<file path="config.mk">
export PLATFORM = sky130hd
export DESIGN_NAME = fifo_top_flat
export DESIGN_NICKNAME = d
export VERILOG_FILES = /design/src/rtl/fifo_top_if.sv /design/src/rtl/fifo_top.sv /design/src/flat_wrapper.sv
export SDC_FILE = /design/constraint.sdc
export NUM_CORES = 1
export LEC_CHECK = 0
export ABC_AREA = 1
export ABC_CLOCK_PERIOD_IN_PS = 2850
export BUFFER_PORTS_ARGS = -buffer_cell sky130_fd_sc_hd__clkbuf_2
export CORE_MARGIN = 4
export CORE_UTILIZATION = 50
export CTS_CLUSTER_SIZE = 14
export DETAILED_ROUTE_END_ITERATION = 8
export GPL_TIMING_DRIVEN = 0
export PLACE_DENSITY = 0.66
export SETUP_SLACK_MARGIN = 0.1
export SLEW_MARGIN = 20
export SYNTH_ARGS = -nofsm -noshare
export SYNTH_HDL_FRONTEND = slang
export SYNTH_SLANG_ARGS = --single-unit
</file>
<file path="constraint.sdc">
create_clock -name wr_clk -period 2.85 [get_ports wr_clk]
set_input_delay 0.1425 -clock wr_clk [delete_from_list [all_inputs] [get_ports wr_clk]]
set_output_delay 0.1425 -clock wr_clk [all_outputs]
set_load 0.05 [all_outputs]
</file>
<file path="src/rtl/fifo_top_if.sv">
// Shared FIFO sizing package and the FIFO port bundle.
// The tstr modport is the mirror image of fifo, for whatever drives the FIFO.
package afifo_pkg;
  localparam int DATA_WIDTH = 8;
  localparam int ADDR_WIDTH = 3;
  localparam int DEPTH      = 2 ** ADDR_WIDTH;
endpackage

interface fifo_if;
  import afifo_pkg::*;

  logic                  push;
  logic                  pop;
  logic [DATA_WIDTH-1:0] data_in;
  logic [DATA_WIDTH-1:0] data_out;
  logic                  rd_valid;
  logic                  full;
  logic                  empty;
  logic [ADDR_WIDTH:0]   count;
  logic                  overflow;
  logic                  underflow;

  modport fifo (
    input  push,
    input  pop,
    input  data_in,
    output data_out,
    output rd_valid,
    output full,
    output empty,
    output count,
    output overflow,
    output underflow
  );

  modport tstr (
    output push,
    output pop,
    output data_in,
    input  data_out,
    input  rd_valid,
    input  full,
    input  empty,
    input  count,
    input  overflow,
    input  underflow
  );
endinterface

</file>
<file path="src/rtl/fifo_top.sv">
// Single-clock FIFO with registered read data and one-cycle error pulses.
// Pointers carry an extra wrap bit so full and empty need no separate counter.
module fifo_top
  import afifo_pkg::*;
(
  input logic  wr_clk,
  input logic  wr_rst,
  input logic  rd_clk,
  input logic  rd_rst,
  fifo_if.fifo itf
);

  localparam logic [ADDR_WIDTH:0] PTR_ONE = 1;

  logic                  rst;
  logic                  unused_rd_clk;

  logic [ADDR_WIDTH:0]   wr_ptr_q, wr_ptr_d;
  logic [ADDR_WIDTH:0]   rd_ptr_q, rd_ptr_d;
  logic [ADDR_WIDTH-1:0] wr_addr, rd_addr;
  logic [DATA_WIDTH-1:0] mem_q [DEPTH];

  logic [DATA_WIDTH-1:0] dout_q, dout_d;
  logic                  rv_q, rv_d;
  logic                  ovf_q, ovf_d;
  logic                  udf_q, udf_d;

  logic                  full, empty;
  logic                  push_ok, pop_ok;

  // rd_clk shares its source with wr_clk; it exists for port compatibility.
  assign unused_rd_clk = rd_clk;
  assign rst           = wr_rst | rd_rst;

  assign wr_addr = wr_ptr_q[ADDR_WIDTH-1:0];
  assign rd_addr = rd_ptr_q[ADDR_WIDTH-1:0];

  assign empty = (wr_ptr_q == rd_ptr_q);
  assign full  = (wr_addr == rd_addr) &&
                 (wr_ptr_q[ADDR_WIDTH] != rd_ptr_q[ADDR_WIDTH]);

  assign push_ok = itf.push & ~full;
  assign pop_ok  = itf.pop & ~empty;

  always_comb begin
    wr_ptr_d = wr_ptr_q;
    rd_ptr_d = rd_ptr_q;
    dout_d   = dout_q;
    rv_d     = 1'b0;
    ovf_d    = itf.push & full;
    udf_d    = itf.pop & empty;
    if (push_ok) begin
      wr_ptr_d = wr_ptr_q + PTR_ONE;
    end
    if (pop_ok) begin
      rd_ptr_d = rd_ptr_q + PTR_ONE;
      dout_d   = mem_q[rd_addr];
      rv_d     = 1'b1;
    end
  end

  always_ff @(posedge wr_clk) begin
    if (rst) begin
      wr_ptr_q <= '0;
      rd_ptr_q <= '0;
      dout_q   <= '0;
      rv_q     <= 1'b0;
      ovf_q    <= 1'b0;
      udf_q    <= 1'b0;
    end else begin
      wr_ptr_q <= wr_ptr_d;
      rd_ptr_q <= rd_ptr_d;
      dout_q   <= dout_d;
      rv_q     <= rv_d;
      ovf_q    <= ovf_d;
      udf_q    <= udf_d;
    end
  end

  // Storage is never cleared; the pointer reset alone discards old words.
  always_ff @(posedge wr_clk) begin
    if (push_ok && !rst) begin
      mem_q[wr_addr] <= itf.data_in;
    end
  end

  assign itf.data_out  = dout_q;
  assign itf.rd_valid  = rv_q;
  assign itf.full      = full;
  assign itf.empty     = empty;
  assign itf.count     = wr_ptr_q - rd_ptr_q;
  assign itf.overflow  = ovf_q;
  assign itf.underflow = udf_q;

endmodule

</file>
<file path="src/flat_wrapper.sv">
// flat-port wrapper written by rule: the top's interface ports become plain ports
module fifo_top_flat import afifo_pkg::*;
  (wr_clk, wr_rst, rd_clk, rd_rst, itf_push, itf_pop, itf_data_in, itf_data_out, itf_rd_valid, itf_full, itf_empty, itf_count, itf_overflow, itf_underflow);
  fifo_if itf_i ();
  input logic wr_clk;
  input logic wr_rst;
  input logic rd_clk;
  input logic rd_rst;
  input wire logic [$bits(itf_i.push)-1:0] itf_push;
  input wire logic [$bits(itf_i.pop)-1:0] itf_pop;
  input wire logic [$bits(itf_i.data_in)-1:0] itf_data_in;
  output wire logic [$bits(itf_i.data_out)-1:0] itf_data_out;
  output wire logic [$bits(itf_i.rd_valid)-1:0] itf_rd_valid;
  output wire logic [$bits(itf_i.full)-1:0] itf_full;
  output wire logic [$bits(itf_i.empty)-1:0] itf_empty;
  output wire logic [$bits(itf_i.count)-1:0] itf_count;
  output wire logic [$bits(itf_i.overflow)-1:0] itf_overflow;
  output wire logic [$bits(itf_i.underflow)-1:0] itf_underflow;
  assign itf_i.push = itf_push;
  assign itf_i.pop = itf_pop;
  assign itf_i.data_in = itf_data_in;
  assign itf_data_out = itf_i.data_out;
  assign itf_rd_valid = itf_i.rd_valid;
  assign itf_full = itf_i.full;
  assign itf_empty = itf_i.empty;
  assign itf_count = itf_i.count;
  assign itf_overflow = itf_i.overflow;
  assign itf_underflow = itf_i.underflow;
  fifo_top u_core (.wr_clk(wr_clk), .wr_rst(wr_rst), .rd_clk(rd_clk), .rd_rst(rd_rst), .itf(itf_i));
endmodule
</file>
# Yosys cells after proc, flatten, opt, wreduce, memory -nomap -nowiden

Memory sizes are Yosys's and may differ from the RTL's. A register that Yosys moved wholly into a read port is not among the register bits.
Cells that the tools add are included.
Widths: inputs -> output; s select.

$add $sub $neg: 3
Eq/ne operators: 3
Mux-type cells: 3
Bitwise logic cells: 7
Reductions and logical operators: 3

Operators with widths:

| operator            | count |
|---|---|
| $add 4x1->4 const B | 2 |
| $and 1x1->1         | 4 |
| $eq 4x4->1          | 1 |
| $sub 4x4->4         | 1 |
| $eq 3x3->1          | 1 |
| $mux 1              | 3 |
| $logic_and 1x1->1   | 2 |
| $not 1->1           | 2 |
| $logic_not 1->1     | 1 |
| $ne 1x1->1          | 1 |
| $or 1x1->1          | 1 |

Register bits: 11
Memory bits (writable): 64
Input bits: 14
Output and inout bits: 17
Word-level logic and storage cells: 25
Memories kept: 1

Memories:

| memory       | depth | width | read ports | clocked after Yosys merged registers in | write ports | RTL line       | RTL |
|---|---|---|---|---|---|---|---|
| u_core.mem_q | 8     | 8     | 1          | 1                                       | 1           | fifo_top.sv:21 | `logic [DATA_WIDTH-1:0] mem_q [DEPTH];` |

# Longest topological paths before layout

Depth after elaboration: 7
Depth in mapped cells: 11
Gate-level depth less buffers: 9

# Least setup slack after synthesis

No wires, ideal clock.

Path type: reg2reg
Start point: reg u_core.rd_ptr_q[1]
End point: mem u_core.mem_q[1][0], enable pin
Setup time: 0.370 ns
Arrival: 2.050 ns
Required time: 2.480 ns
Slack: 0.430 ns
Stages on the path, launching flop included: 12
Buffers on the path: 2
Period minus slack after synthesis: 2.420 ns
Cell sequence: dfxtp_1 buf_2 inv_2 buf_4 ha_1 nand3_2 nor2_4 nor2_8 inv_8 nor2_8 nand2_4 nor2_1

Cells in the longest elaborated chain, start to end: 7

RTL lines:

| what                         | RTL line           | RTL |
|---|---|---|
| from (decl)                  | fifo_top.sv:19     | `logic [ADDR_WIDTH:0] rd_ptr_q, rd_ptr_d;` |
| from (signal assigned)       | fifo_top.sv:72     | `rd_ptr_q <= rd_ptr_d;` |
| $eq 3x3->1                   | fifo_top.sv:39     | `assign full = (wr_addr == rd_addr) &&` |
| $logic_and 1x1->1            | fifo_top.sv:39     |  |
| named net itf_full           | flat_wrapper.sv:14 | `output wire logic [$bits(itf_i.full)-1:0] itf_full;` |
| $not 1->1                    | fifo_top.sv:42     | `assign push_ok = itf.push & ~full;` |
| $and 1x1->1                  | fifo_top.sv:42     |  |
| $logic_and 1x1->1            | fifo_top.sv:82     | `if (push_ok && !rst) begin` |
| $mux 1                       | fifo_top.sv:82     |  |
| $mux 1 (implied by the code) | fifo_top.sv:83     | `mem_q[wr_addr] <= itf.data_in;` |
| to (decl)                    | fifo_top.sv:21     |  |

The timed path passes the listed nets, and every way through them passes these cells.

# Final worst setup path

Start point: reg u_core.rd_ptr_q[1]
End point: mem u_core.mem_q[1][7], enable pin

Cells in the longest elaborated chain, start to end: 7

RTL lines:

| what                         | RTL line |
|---|---|
| $eq 3x3->1                   | fifo_top.sv:39 |
| $logic_and 1x1->1            | fifo_top.sv:39 |
| $not 1->1                    | fifo_top.sv:42 |
| $and 1x1->1                  | fifo_top.sv:42 |
| $logic_and 1x1->1            | fifo_top.sv:82 |
| $mux 1                       | fifo_top.sv:82 |
| $mux 1 (implied by the code) | fifo_top.sv:83 |

No other way between the ends.

==> metrics.csv <==
stage;metric;value;unit
power_and_ir_drop;power per cell area;543;nW/um2
hold_path;HP Class;in2reg;
global_routing;largest net degree at the start of global routing;14;
critical_path;Critical Path Max Stage Delay;0.43;ns
global_routing;initial antenna violation count;0;
cts;CTS Buffer Depth;2;
critical_path;delay-heaviest family, CP;buffers and inverters;
cells_and_area;layout cells sized above 1;24.0;%
timing;final hold vios;0;
synth;largest family of logic cells by synthesized area;simple AND/OR/NAND/NOR gates;
cts;CTS Sinks;83;
critical_path;WP depth;12;
synth;post-synth net total;392;
synth;dominant cell type by area after synthesis;edfxtp_1;
critical_path;CP max stage cell;dfxtp_1;
floorplan;Initial Utilization;51.6;%
power_and_ir_drop;LEAKAGE;1.89;nW
floorplan;die height;94.7;um
timing;Hold WS;0.0773;ns
route;DRT iter0 DRCs;217;
timing;Final WS setup;0.198;ns
global_routing;Tot GR Track Use;19.2;%
place;GP Congestion;0.823;
critical_path;Worst Path Arrival;2.72;ns
cts;cts bufs inserted;9;
timing;fmax;377;MHz
synth;Synth Register Bits;83;
synth;post-synthesis adder-cell area fraction;2.20;%
power_and_ir_drop;maximum vdd drop;327;uV
synth;Post-Synth Simple-Gate Area;22.6;%
cts;H-tree depth;3;
cells_and_area;fillers;630;
critical_path;Worst EP required;2.92;ns
place;Final HPWL DP;5.10;mm
outcome;run status;finished clean;
timing;Least-Margin Pin Slew;0.424;ns
floorplan;Horiz. Die Dim;94.7;um
cells_and_area;Finished Core Util;61.0;%
route;via count;2590;
timing;final worst-path cycle share;93.0;%
timing;setup violators final;0;
power_and_ir_drop;Logic pwr share;8.6;%
route;via/cell ratio;4.94;
cells_and_area;most common cell after layout, fill and taps aside;nand2_1;
power_and_ir_drop;Int Pwr;1.86;mW
synth;area of the mapped netlist;3760;um2
timing;Rel. slew slack;71.5;%
route;DRC errors left;0;
synth;Post-Syn Instances;372;
critical_path;crit path buf inv count;5;
power_and_ir_drop;sw frac;23.1;%
global_routing;first-pass GRT wire length;12.2;mm
synth;Synth top area share;51.1;%
cells_and_area;Ant. Diodes;0;
route;post-route ant nets;0;
cts;clk root buf;clkbuf_8;
floorplan;die area;8970;um2
critical_path;Worst Setup End Kind;flop;
synth;Post-Synth XOR/XNOR Area;1.16;%
synth;Avg Synthesized Cell Area;10.1;um2
global_routing;vias in the first global route;2329;
floorplan;std cell rows;31;
power_and_ir_drop;power after layout;2.41;mW
critical_path;Crit Path Max Fanout;10;
cells_and_area;area grow syn2layout;18.2;%
timing;final critical-path required period;2.65;ns
power_and_ir_drop;Switching Power;559;uW
synth;synth top area cells;edfxtp_1, dfxtp_1, nand2_1;
synth;mux share of post-synthesis cell area;0;%
timing;skew final;0.00795;ns
hold_path;worst hold stages;1;
synth;Distinct cells, synth;27;
critical_path;Worst Reg-to-Reg Cells;12;
timing;RSZ-0062 raised after global routing;no;
route;Routed WL;8.22;mm
timing;Slew Viols, Final;0;
route;DR WL/cell;15.7;um
critical_path;Critical Path Start Type;flop;
cts;CTS tree;yes;
place;placed instance area;4030;um2
place;setup slack after placement;-0.285;ns
floorplan;# IOs;31;
place;port buffer count;29;
floorplan;core area;7290;um2
cells_and_area;Final #Nets;440;
job;max cap viols;0;
power_and_ir_drop;sequential fraction of design power;54.6;%
route;first-pass iteration count of the detailed router;4;
synth;sequential share of the synthesized area;61.2;%
global_routing;grt total ovfl;0;
cells_and_area;commonest cells after routing, fill and taps aside;nand2_1, edfxtp_1, inv_1;
cells_and_area;Final Instance Area;4450;um2
critical_path;Setup CP Type;reg2reg;
cts;Worst-path clk slew;0.08;ns
cts;worst skew pair latency;0.35;ns
synth;Yosys warnings;0;
critical_path;Cell Chain, Critical Path;buf_2 -> inv_2 -> buf_4 -> ha_1 -> nand3_2 -> nor2_4 -> nor2_8 -> inv_8 -> nor2_8 -> nand2_4 -> nor2_4 -> buf_12;
synth;post-synthesis compound-gate area fraction;3.73;%
power_and_ir_drop;clock share of power;36.8;%
## area by class of cell
cell class | count | area [um2] | area share, %
flip-flops and latches | 83 | 2300 | 51.8
plain buffers | 13 | 85.1 | 1.91
inverters | 65 | 256 | 5.77
well taps | 99 | 124 | 2.79
clock inverters | 6 | 80.1 | 1.80
repair buffers | 37 | 293 | 6.59
multi-input cells | 211 | 1180 | 26.5
clock buffers | 10 | 128 | 2.87
## what timing repair did
action,in CTS,in global routing
endpoints found under the hold margin,0,0
endpoints found under the setup margin,64,60
gates resized for setup,12,4
buffers inserted,0,8
hold buffers,0,0
pin swaps,0,6
## power by group through the flow
stage	Clock, mW	Sequential (mW)	Combinational, mW
floorplan	0	1.36	0.127
global placement	0	1.34	0.195
detailed placement	0	1.34	0.198
CTS	0.902	1.32	0.202
global route	0.954	1.32	0.226
finish	0.890	1.32	0.207
## kinds of logic after synthesis
family	Yosys count
DFF	83
AOI/OAI and AO/OA	22
xor gates and xnor gates	5
buffers and inverters	78
adders and majority gates	6
and+or+nand+nor	178
## cells in the mapped netlist, drive strengths merged
cell    instances
nand2         109
edfxtp         64
nor2           17
xnor2           1
fa              1
a21oi          16
inv            62
xor2            4
clkinv          3
dfxtp          19
buf            13
o21ai           6
nand3          51
ha              5
nor4            1
## worst reg2reg max path, cell delays in order, from the launching register on
cell	delay [ns]
dfxtp_1	0.43
buf_2	0.29
inv_2	0.18
buf_4	0.22
ha_1	0.33
nand3_2	0.13
nor2_4	0.07
nor2_8	0.14
inv_8	0.06
nor2_8	0.11
nand2_4	0.11
nor2_4	0.15
buf_12	0.15
## sequential cells by signal, summed over array words and instances, names as in the netlist
name	flops
u_core.itf.data_out	8
u_core.itf.overflow	1
u_core.itf.rd_valid	1
u_core.itf.underflow	1
u_core.mem_q	64
u_core.rd_ptr_q	4
u_core.wr_ptr_q	4
## worst paths after layout
check	from	end	slack, ns
setup / recovery	u_core.rd_ptr_q[1]$_SDFFE_PP0P_	u_core.mem_q[1][7]$_DFFE_PP_	0.20
hold / removal	itf_data_in[1]	u_core.mem_q[1][1]$_DFFE_PP_	0.08
setup reg to reg	u_core.rd_ptr_q[1]$_SDFFE_PP0P_	u_core.mem_q[1][7]$_DFFE_PP_	0.20
hold reg to reg	u_core.itf.data_out[7]$_SDFFE_PP0P_	u_core.itf.data_out[7]$_SDFFE_PP0P_	0.47
## through the flow
step,TNS [ns],instances
2_1_floorplan,0,372
3_3_place_gp,-11.25,500
3_5_place_dp,-13.77,500
4_1_cts,-0.265,516
5_1_grt,0,524
6_report,0,524
## metal layers
metal | global-route usage, % | vias up | share of wire [%]
li1 | - | 1289 | -
met1 | 25.5 | 1187 | 41
met2 | 30.1 | 96 | 47
met3 | 3.51 | 16 | 8.8
met4 | 9.62 | 2 | 2.6
met5 | 0 | - | 0.43
Note: power is estimated with default switching activity, not from simulation.
